`src/rtl/pipe_pkg.sv`:
```
// Shared MIPS32 pipeline types: datapath widths and the packed control bundle.
// An all-zero control bundle is the one and only bubble encoding.
package pipe_pkg;

    localparam int DATA_W = 32;
    localparam int REG_W  = 5;

    typedef struct packed {
        logic       reg_write;
        logic       mem_to_reg;
        logic       mem_write;
        logic       branch;
        logic       alu_src;
        logic       reg_dst;
        logic [3:0] alu_op;
    } ctrl_t;

    localparam int    CTRL_W      = $bits(ctrl_t);
    localparam ctrl_t CTRL_BUBBLE = '0;

endpackage

```
`src/rtl/operand_sel.sv`:
```
// Decode-stage source operand select: r0 guard, then forward value, then register file.
// Latency: combinational. Backpressure: none, pure datapath mux.
// Flow: stateless; the caller decides whether the result is captured.
module operand_sel #(
    parameter int DATA_W = 32,
    parameter int REG_W  = 5
) (
    input  logic [REG_W-1:0]  idx,
    input  logic              fwd_en,
    input  logic [DATA_W-1:0] fwd_val,
    input  logic [DATA_W-1:0] rf_val,
    output logic [DATA_W-1:0] opnd
);

    // $0 reads as zero even if a stale producer targeted it.
    always_comb begin
        opnd = rf_val;
        if (idx == '0) begin
            opnd = '0;
        end else if (fwd_en) begin
            opnd = fwd_val;
        end
    end

endmodule

```
`src/rtl/id_ex_stage.sv`:
```
// ID/EX pipeline register with operand select and load-use interlock; ID_EX_STALL_COUNT_EN adds perf_stall_cnt.
// Latency: 1 cycle decode->EX. Backpressure: hold_e freezes EX and raises stall_d; load-use inserts one bubble.
// flush_e outranks hold and load-use: it always loads a bubble and drops stall_d.
module id_ex_stage #(
    parameter int DATA_W = pipe_pkg::DATA_W,
    parameter int REG_W  = pipe_pkg::REG_W,
    parameter int CTRL_W = pipe_pkg::CTRL_W
) (
    input  logic              clk,
    input  logic              rst,
    input  logic              valid_d,
    input  logic              uses_rt_d,
    input  logic [REG_W-1:0]  rs_d,
    input  logic [REG_W-1:0]  rt_d,
    input  logic [REG_W-1:0]  write_reg_d,
    input  logic [CTRL_W-1:0] ctrl_d,
    input  logic [DATA_W-1:0] imm_d,
    input  logic [DATA_W-1:0] rf_a_d,
    input  logic [DATA_W-1:0] rf_b_d,
    input  logic              forward_src_a_enabled,
    input  logic [DATA_W-1:0] forward_src_a,
    input  logic              forward_src_b_enabled,
    input  logic [DATA_W-1:0] forward_src_b,
    input  logic              flush_e,
    input  logic              hold_e,
    output logic              stall_d,
    output logic              valid_e,
    output logic [CTRL_W-1:0] ctrl_e,
    output logic [DATA_W-1:0] src_a_e,
    output logic [DATA_W-1:0] src_b_e,
    output logic [DATA_W-1:0] imm_e,
    output logic [REG_W-1:0]  rs_e,
    output logic [REG_W-1:0]  rt_e,
    output logic [REG_W-1:0]  write_reg_e
`ifdef ID_EX_STALL_COUNT_EN
    ,
    output logic [31:0]       perf_stall_cnt
`endif
);

    import pipe_pkg::*;

    logic [DATA_W-1:0] opa, opb;
    logic              lu;

    logic              valid_e_q, valid_e_d;
    ctrl_t             ctrl_e_q, ctrl_e_d;
    logic [DATA_W-1:0] src_a_e_q, src_a_e_d;
    logic [DATA_W-1:0] src_b_e_q, src_b_e_d;
    logic [DATA_W-1:0] imm_e_q, imm_e_d;
    logic [REG_W-1:0]  rs_e_q, rs_e_d;
    logic [REG_W-1:0]  rt_e_q, rt_e_d;
    logic [REG_W-1:0]  write_reg_e_q, write_reg_e_d;

    operand_sel #(.DATA_W(DATA_W), .REG_W(REG_W)) u_sel_a (
        .idx(rs_d), .fwd_en(forward_src_a_enabled), .fwd_val(forward_src_a),
        .rf_val(rf_a_d), .opnd(opa)
    );

    operand_sel #(.DATA_W(DATA_W), .REG_W(REG_W)) u_sel_b (
        .idx(rt_d), .fwd_en(forward_src_b_enabled), .fwd_val(forward_src_b),
        .rf_val(rf_b_d), .opnd(opb)
    );

    // A load in EX only forwards its address, so a dependent consumer must wait one cycle.
    assign lu = valid_d & valid_e_q & ctrl_e_q.mem_to_reg & (write_reg_e_q != '0) &
                ((write_reg_e_q == rs_d) | (uses_rt_d & (write_reg_e_q == rt_d)));

    assign stall_d = (lu | hold_e) & ~flush_e;

    always_comb begin
        valid_e_d     = valid_e_q;
        ctrl_e_d      = ctrl_e_q;
        src_a_e_d     = src_a_e_q;
        src_b_e_d     = src_b_e_q;
        imm_e_d       = imm_e_q;
        rs_e_d        = rs_e_q;
        rt_e_d        = rt_e_q;
        write_reg_e_d = write_reg_e_q;
        if (flush_e || (!hold_e && lu)) begin
            valid_e_d     = 1'b0;
            ctrl_e_d      = CTRL_BUBBLE;
            src_a_e_d     = '0;
            src_b_e_d     = '0;
            imm_e_d       = '0;
            rs_e_d        = '0;
            rt_e_d        = '0;
            write_reg_e_d = '0;
        end else if (!hold_e) begin
            valid_e_d     = valid_d;
            ctrl_e_d      = valid_d ? ctrl_t'(ctrl_d) : CTRL_BUBBLE;
            src_a_e_d     = opa;
            src_b_e_d     = opb;
            imm_e_d       = imm_d;
            rs_e_d        = rs_d;
            rt_e_d        = rt_d;
            write_reg_e_d = write_reg_d;
        end
    end

    always_ff @(posedge clk or posedge rst) begin
        if (rst) begin
            valid_e_q     <= 1'b0;
            ctrl_e_q      <= CTRL_BUBBLE;
            src_a_e_q     <= '0;
            src_b_e_q     <= '0;
            imm_e_q       <= '0;
            rs_e_q        <= '0;
            rt_e_q        <= '0;
            write_reg_e_q <= '0;
        end else begin
            valid_e_q     <= valid_e_d;
            ctrl_e_q      <= ctrl_e_d;
            src_a_e_q     <= src_a_e_d;
            src_b_e_q     <= src_b_e_d;
            imm_e_q       <= imm_e_d;
            rs_e_q        <= rs_e_d;
            rt_e_q        <= rt_e_d;
            write_reg_e_q <= write_reg_e_d;
        end
    end

    assign valid_e     = valid_e_q;
    assign ctrl_e      = ctrl_e_q;
    assign src_a_e     = src_a_e_q;
    assign src_b_e     = src_b_e_q;
    assign imm_e       = imm_e_q;
    assign rs_e        = rs_e_q;
    assign rt_e        = rt_e_q;
    assign write_reg_e = write_reg_e_q;

`ifdef ID_EX_STALL_COUNT_EN
    logic [31:0] stall_cnt_q, stall_cnt_d;

    // Counts only bubbles actually inserted by the interlock, saturating at all-ones.
    always_comb begin
        stall_cnt_d = stall_cnt_q;
        if (lu && !flush_e && !hold_e && (stall_cnt_q != 32'hFFFF_FFFF)) begin
            stall_cnt_d = stall_cnt_q + 32'd1;
        end
    end

    always_ff @(posedge clk or posedge rst) begin
        if (rst) begin
            stall_cnt_q <= '0;
        end else begin
            stall_cnt_q <= stall_cnt_d;
        end
    end

    assign perf_stall_cnt = stall_cnt_q;
`endif

endmodule

```
`config.mk`:
```
export PLATFORM = sky130hd
export DESIGN_NAME = id_ex_stage
export DESIGN_NICKNAME = d
export VERILOG_FILES = /design/src/rtl/pipe_pkg.sv /design/src/rtl/operand_sel.sv /design/src/rtl/id_ex_stage.sv
export SDC_FILE = /design/constraint.sdc
export NUM_CORES = 1
export LEC_CHECK = 0
export ABC_AREA = 1
export CORE_UTILIZATION = 41
export DETAILED_ROUTE_END_ITERATION = 10
export PLACE_DENSITY = 0.79
export REMOVE_ABC_BUFFERS = 1
export SLEW_MARGIN = 15
export SYNTH_ARGS = -nofsm -noshare
export SYNTH_HDL_FRONTEND = slang
export SYNTH_HIERARCHICAL = 1
export SYNTH_SLANG_ARGS = --single-unit
```
`constraint.sdc`:
```
create_clock -name clk -period 5.8 [get_ports clk]
set_input_delay 1.16 -clock clk [delete_from_list [all_inputs] [get_ports clk]]
set_output_delay 1.16 -clock clk [all_outputs]
set_load 0.01 [all_outputs]
```
==> results list <==
* Transition time at the pin with the least slew margin: approximately 1000 ps
- Hold Path Class: reg2reg
- Setup clock skew after layout: approximately 7.6 ps
- Run status: complete, no violations
- In the routed layout, each cell is associated on average with a via count of 4.74.
- Top fanout value on the critical path: 4
- For this design the static power due to leakage is 5.47 nW.
- Data on the critical path arrives at its endpoint at 2950 ps.
- Clock slew at reported path FFs: around 50 ps
- Before antenna repair, the detailed router went through 5 iterations.
- In this run, post-CTS repair resized a total of 0 instances.
- I/O pin count: 316
- Family with the most delay on the worst path: buffers and inverters
- CTS Buf Count: 17
- Drt initial violations: about 370
- Number of placement rows: 46
* Die area: between 0.015 and 0.02 sq mm
* Number of nets in the final layout: 1,431
- Of the cells placed in the final design, the portion with a size suffix greater than 1 is ~4.6%.
* Setup violators final: 0
- Relative area change from synthesis to final layout: 53.4%
- The first global-routing pass estimated 31,700 um of wire.
* Mean area per synthesized cell: 7.07 sq um
- Final global-route overflow total: 0
- CTS Root Cell: sky130_fd_sc_hd__clkbuf_16
- Hold_buf cts: 0
- Number of port buffers: approximately 320
- Y dimension of the die: 131 um
* Max incr delay on CP: around 560 ps
* Series of cell instances along the critical path: clkdlybuf4s50_1 -> inv_1 -> nand2_1 -> nand2_1 -> nor2_1 -> nand3_1 -> nand2_1 -> nand2_2 -> a21oi_1 -> clkdlybuf4s50_1
- In this run, placement finished with an instance count of 1,435.
- FILL cells: roughly 1,400
- The core region is 0.0161 sq mm.
- Post-route antenna net violation count: 0
- Number of global-route vias before repair: 6,354
- In the routed design, unresolved DRC markers number 0.
* Worst setup path startpoint: rt_d[1]
* Post-synthesis sequential area ratio: 44.8%
* Starting density of the core: 42.4%
- Count of buffer and inverter cells on the critical path: 3
- The slowest stage of the critical path is the sky130_fd_sc_hd__clkdlybuf4s50_1 cell.
- Number of pins with negative max-slew slack in the final report: 0
* Minimum clock period: 4110 ps
- Pin count of the biggest net entering global routing: 81
* Number of antenna violations at the first check in global routing: 0
- Data on the critical path is required at its endpoint by 4640 ps.
- Global route hottest layer: met2
- For this run, the top clock speed supported by timing is around 0.24 GHz.
- Worst reg2reg path startpoint: write_reg_e[3]
* VDD IR-drop max: 0.196 mV
- Maximum clock path buffer count: 2
- Max-slew headroom at the worst pin: 32.5%
* Count of mapped cells out of synthesis: 964
- The die is 131 um wide.
* Crit share post-route: about 70%
* Synth Register Bits: between 100 and 150
- Final Power: 0.00254 W
- The final hold violation count is 0.
- TritonCTS built the clock tree.
* Kind of critical path: in2out
- Finished Layout Cells: between 1,000 and 1,500
- RePlAce Congestion: 0.812
- At the later pin of the worst-skew pair, clock insertion delay measures approximately 410 ps.
* Worst hold slack across all endpoints: around 480 ps
- The cell that appears most often on the critical path is sky130_fd_sc_hd__nand2_1.
* Top cells by area, synth: sky130_fd_sc_hd__dfrtp_1 45%, sky130_fd_sc_hd__nand2_1 23%, sky130_fd_sc_hd__inv_1 8.4%
- Critical path startpoint category: input port
- During synthesis, Yosys emitted a total of 6 warnings.
- STA classifies the critical path endpoint as an output port.
- Total wire length after detailed routing: 20,400 um
- Aggregate global-route resource usage: 24.0%
- Total Negative Setup Slacks: 0 ps
- Synthesized cell area: just under 0.007 sq mm
- Number of violations of the max-capacitance limit: 0
* Post-synth cell types: 19
- sky130_fd_sc_hd__dfrtp_1 takes more of the synthesized area than any other cell.
* Sink Count: ~120
- Post-CTS Setup Repair Bufs: 0
- The worst hold path begins at src_b_e[5].
- Share of the synthesized area in the top cell type: 44.8%
* Global routing usage on met3: 4.89%
- Detailed Place HPWL: 14,100 um
- Pwr Density: 243 mW/mm^2
- Across all layers, the routed design uses slightly below 7,000 vias.
- Unrepaired setup endpoints after global routing: false
- Antenna diode instance count: 0
- In the final routed layout, each cell accounts on average for 13.9 um.
- GR Util met2: 42.0%
- Global routing used 28.6% of the available met1 tracks.
- H-tree depth reported by CTS: 4
report_power, final:
part           leakage (nW)  internal [W]  switching [W]  total, W
combinational          3.52      0.000257       0.000220  0.000476
clock                 0.309      0.000752       0.000378   0.00113
sequential             1.63      0.000900      0.0000300  0.000930
cell usage after synthesis, drive strengths merged:
cell type	number
a21oi	1
buf	49
clkbuf	18
dfrtp	122
inv	157
nand2	412
nand3	4
nand4	76
nor2	12
o21ai	112
xnor2	1
worst reg2reg max path, delay by kind of cell (launching register included):
kind,cells,cell delay (ps)
buf+inv,2,770
compound gates,1,440
simple gates,7,1120
flops,1,420
flip-flops by register name (all words and copies together), names as in the netlist:
name,cells
rs_e,5
src_b_e,32
rt_e,5
valid_e,1
imm_e,32
ctrl_e,10
write_reg_e,5
src_a_e,32
cells in the final DEF, fill, tap and decap left out, types with 4 or more instances in the layout:
master and instances:
sky130_fd_sc_hd__nand4_1 76, sky130_fd_sc_hd__nor2_1 11, sky130_fd_sc_hd__clkdlybuf4s50_1 313, sky130_fd_sc_hd__o21ai_2 6
sky130_fd_sc_hd__nand2_1 410, sky130_fd_sc_hd__o21ai_0 39, sky130_fd_sc_hd__o21ai_1 67, sky130_fd_sc_hd__clkbuf_16 17
sky130_fd_sc_hd__bufinv_16 4, sky130_fd_sc_hd__inv_1 151, sky130_fd_sc_hd__dfrtp_1 122, sky130_fd_sc_hd__inv_2 4
sky130_fd_sc_hd__buf_4 7
routing by layer:
| metal | wire, um | share of wire (%) |
|---|---|---|
| met5 | 0 | 0 |
| met4 | 571 | 2.8 |
| met3 | 1200 | 5.9 |
| met2 | 10300 | 51 |
| met1 | 8290 | 41 |
through the flow:
step | util [%] | worst slack [ps] | instance area [sq um]
after global routing | 65.1 | 1560 | 10500
after global placement | 61.2 | 1730 | 9820
after CTS | 65.1 | 1690 | 10500
after detailed placement | 61.2 | 1700 | 9820
final | 65.1 | 1690 | 10500
after floorplan | - | -648 | 6340
cell families (layout without fill, tap and decap cells):
family                 count (synthesis)  after routing  share of synthesized area, %
AND/OR/NAND/NOR                      504            504                          30.8
buffers and inverters                224            511                          15.6
flip-flops                           122            122                          44.8
AO/OA/AOI/OAI                        113            113                          8.63
XOR/XNOR                               1              1                         0.129
area by class of cell:
class / instances / area, sq um / share of cell area (%)
timing repair buffer: 322 / 3200 / 30.6
inverter: 157 / 594 / 5.68
clock buffer: 21 / 470 / 4.50
clock inverter: 11 / 168 / 1.60
multi-input combinational: 618 / 2710 / 25.9
sequential: 122 / 3050 / 29.2
tap: 216 / 270 / 2.58
final timing paths:
path / to / slack, ps / cells after the start
setup / recovery: stall_d / 1690 / 10
hold / removal: src_b_e[5] / 480 / 2
setup reg to reg: src_a_e[16] / 2940 / 10
hold reg to reg: src_b_e[5] / 480 / 2
max in group asynchronous: src_a_e[10] / 3800 / 3
min in group asynchronous: imm_e[13] / 1030 / 2
Note: power is estimated with default switching activity, not from simulation.
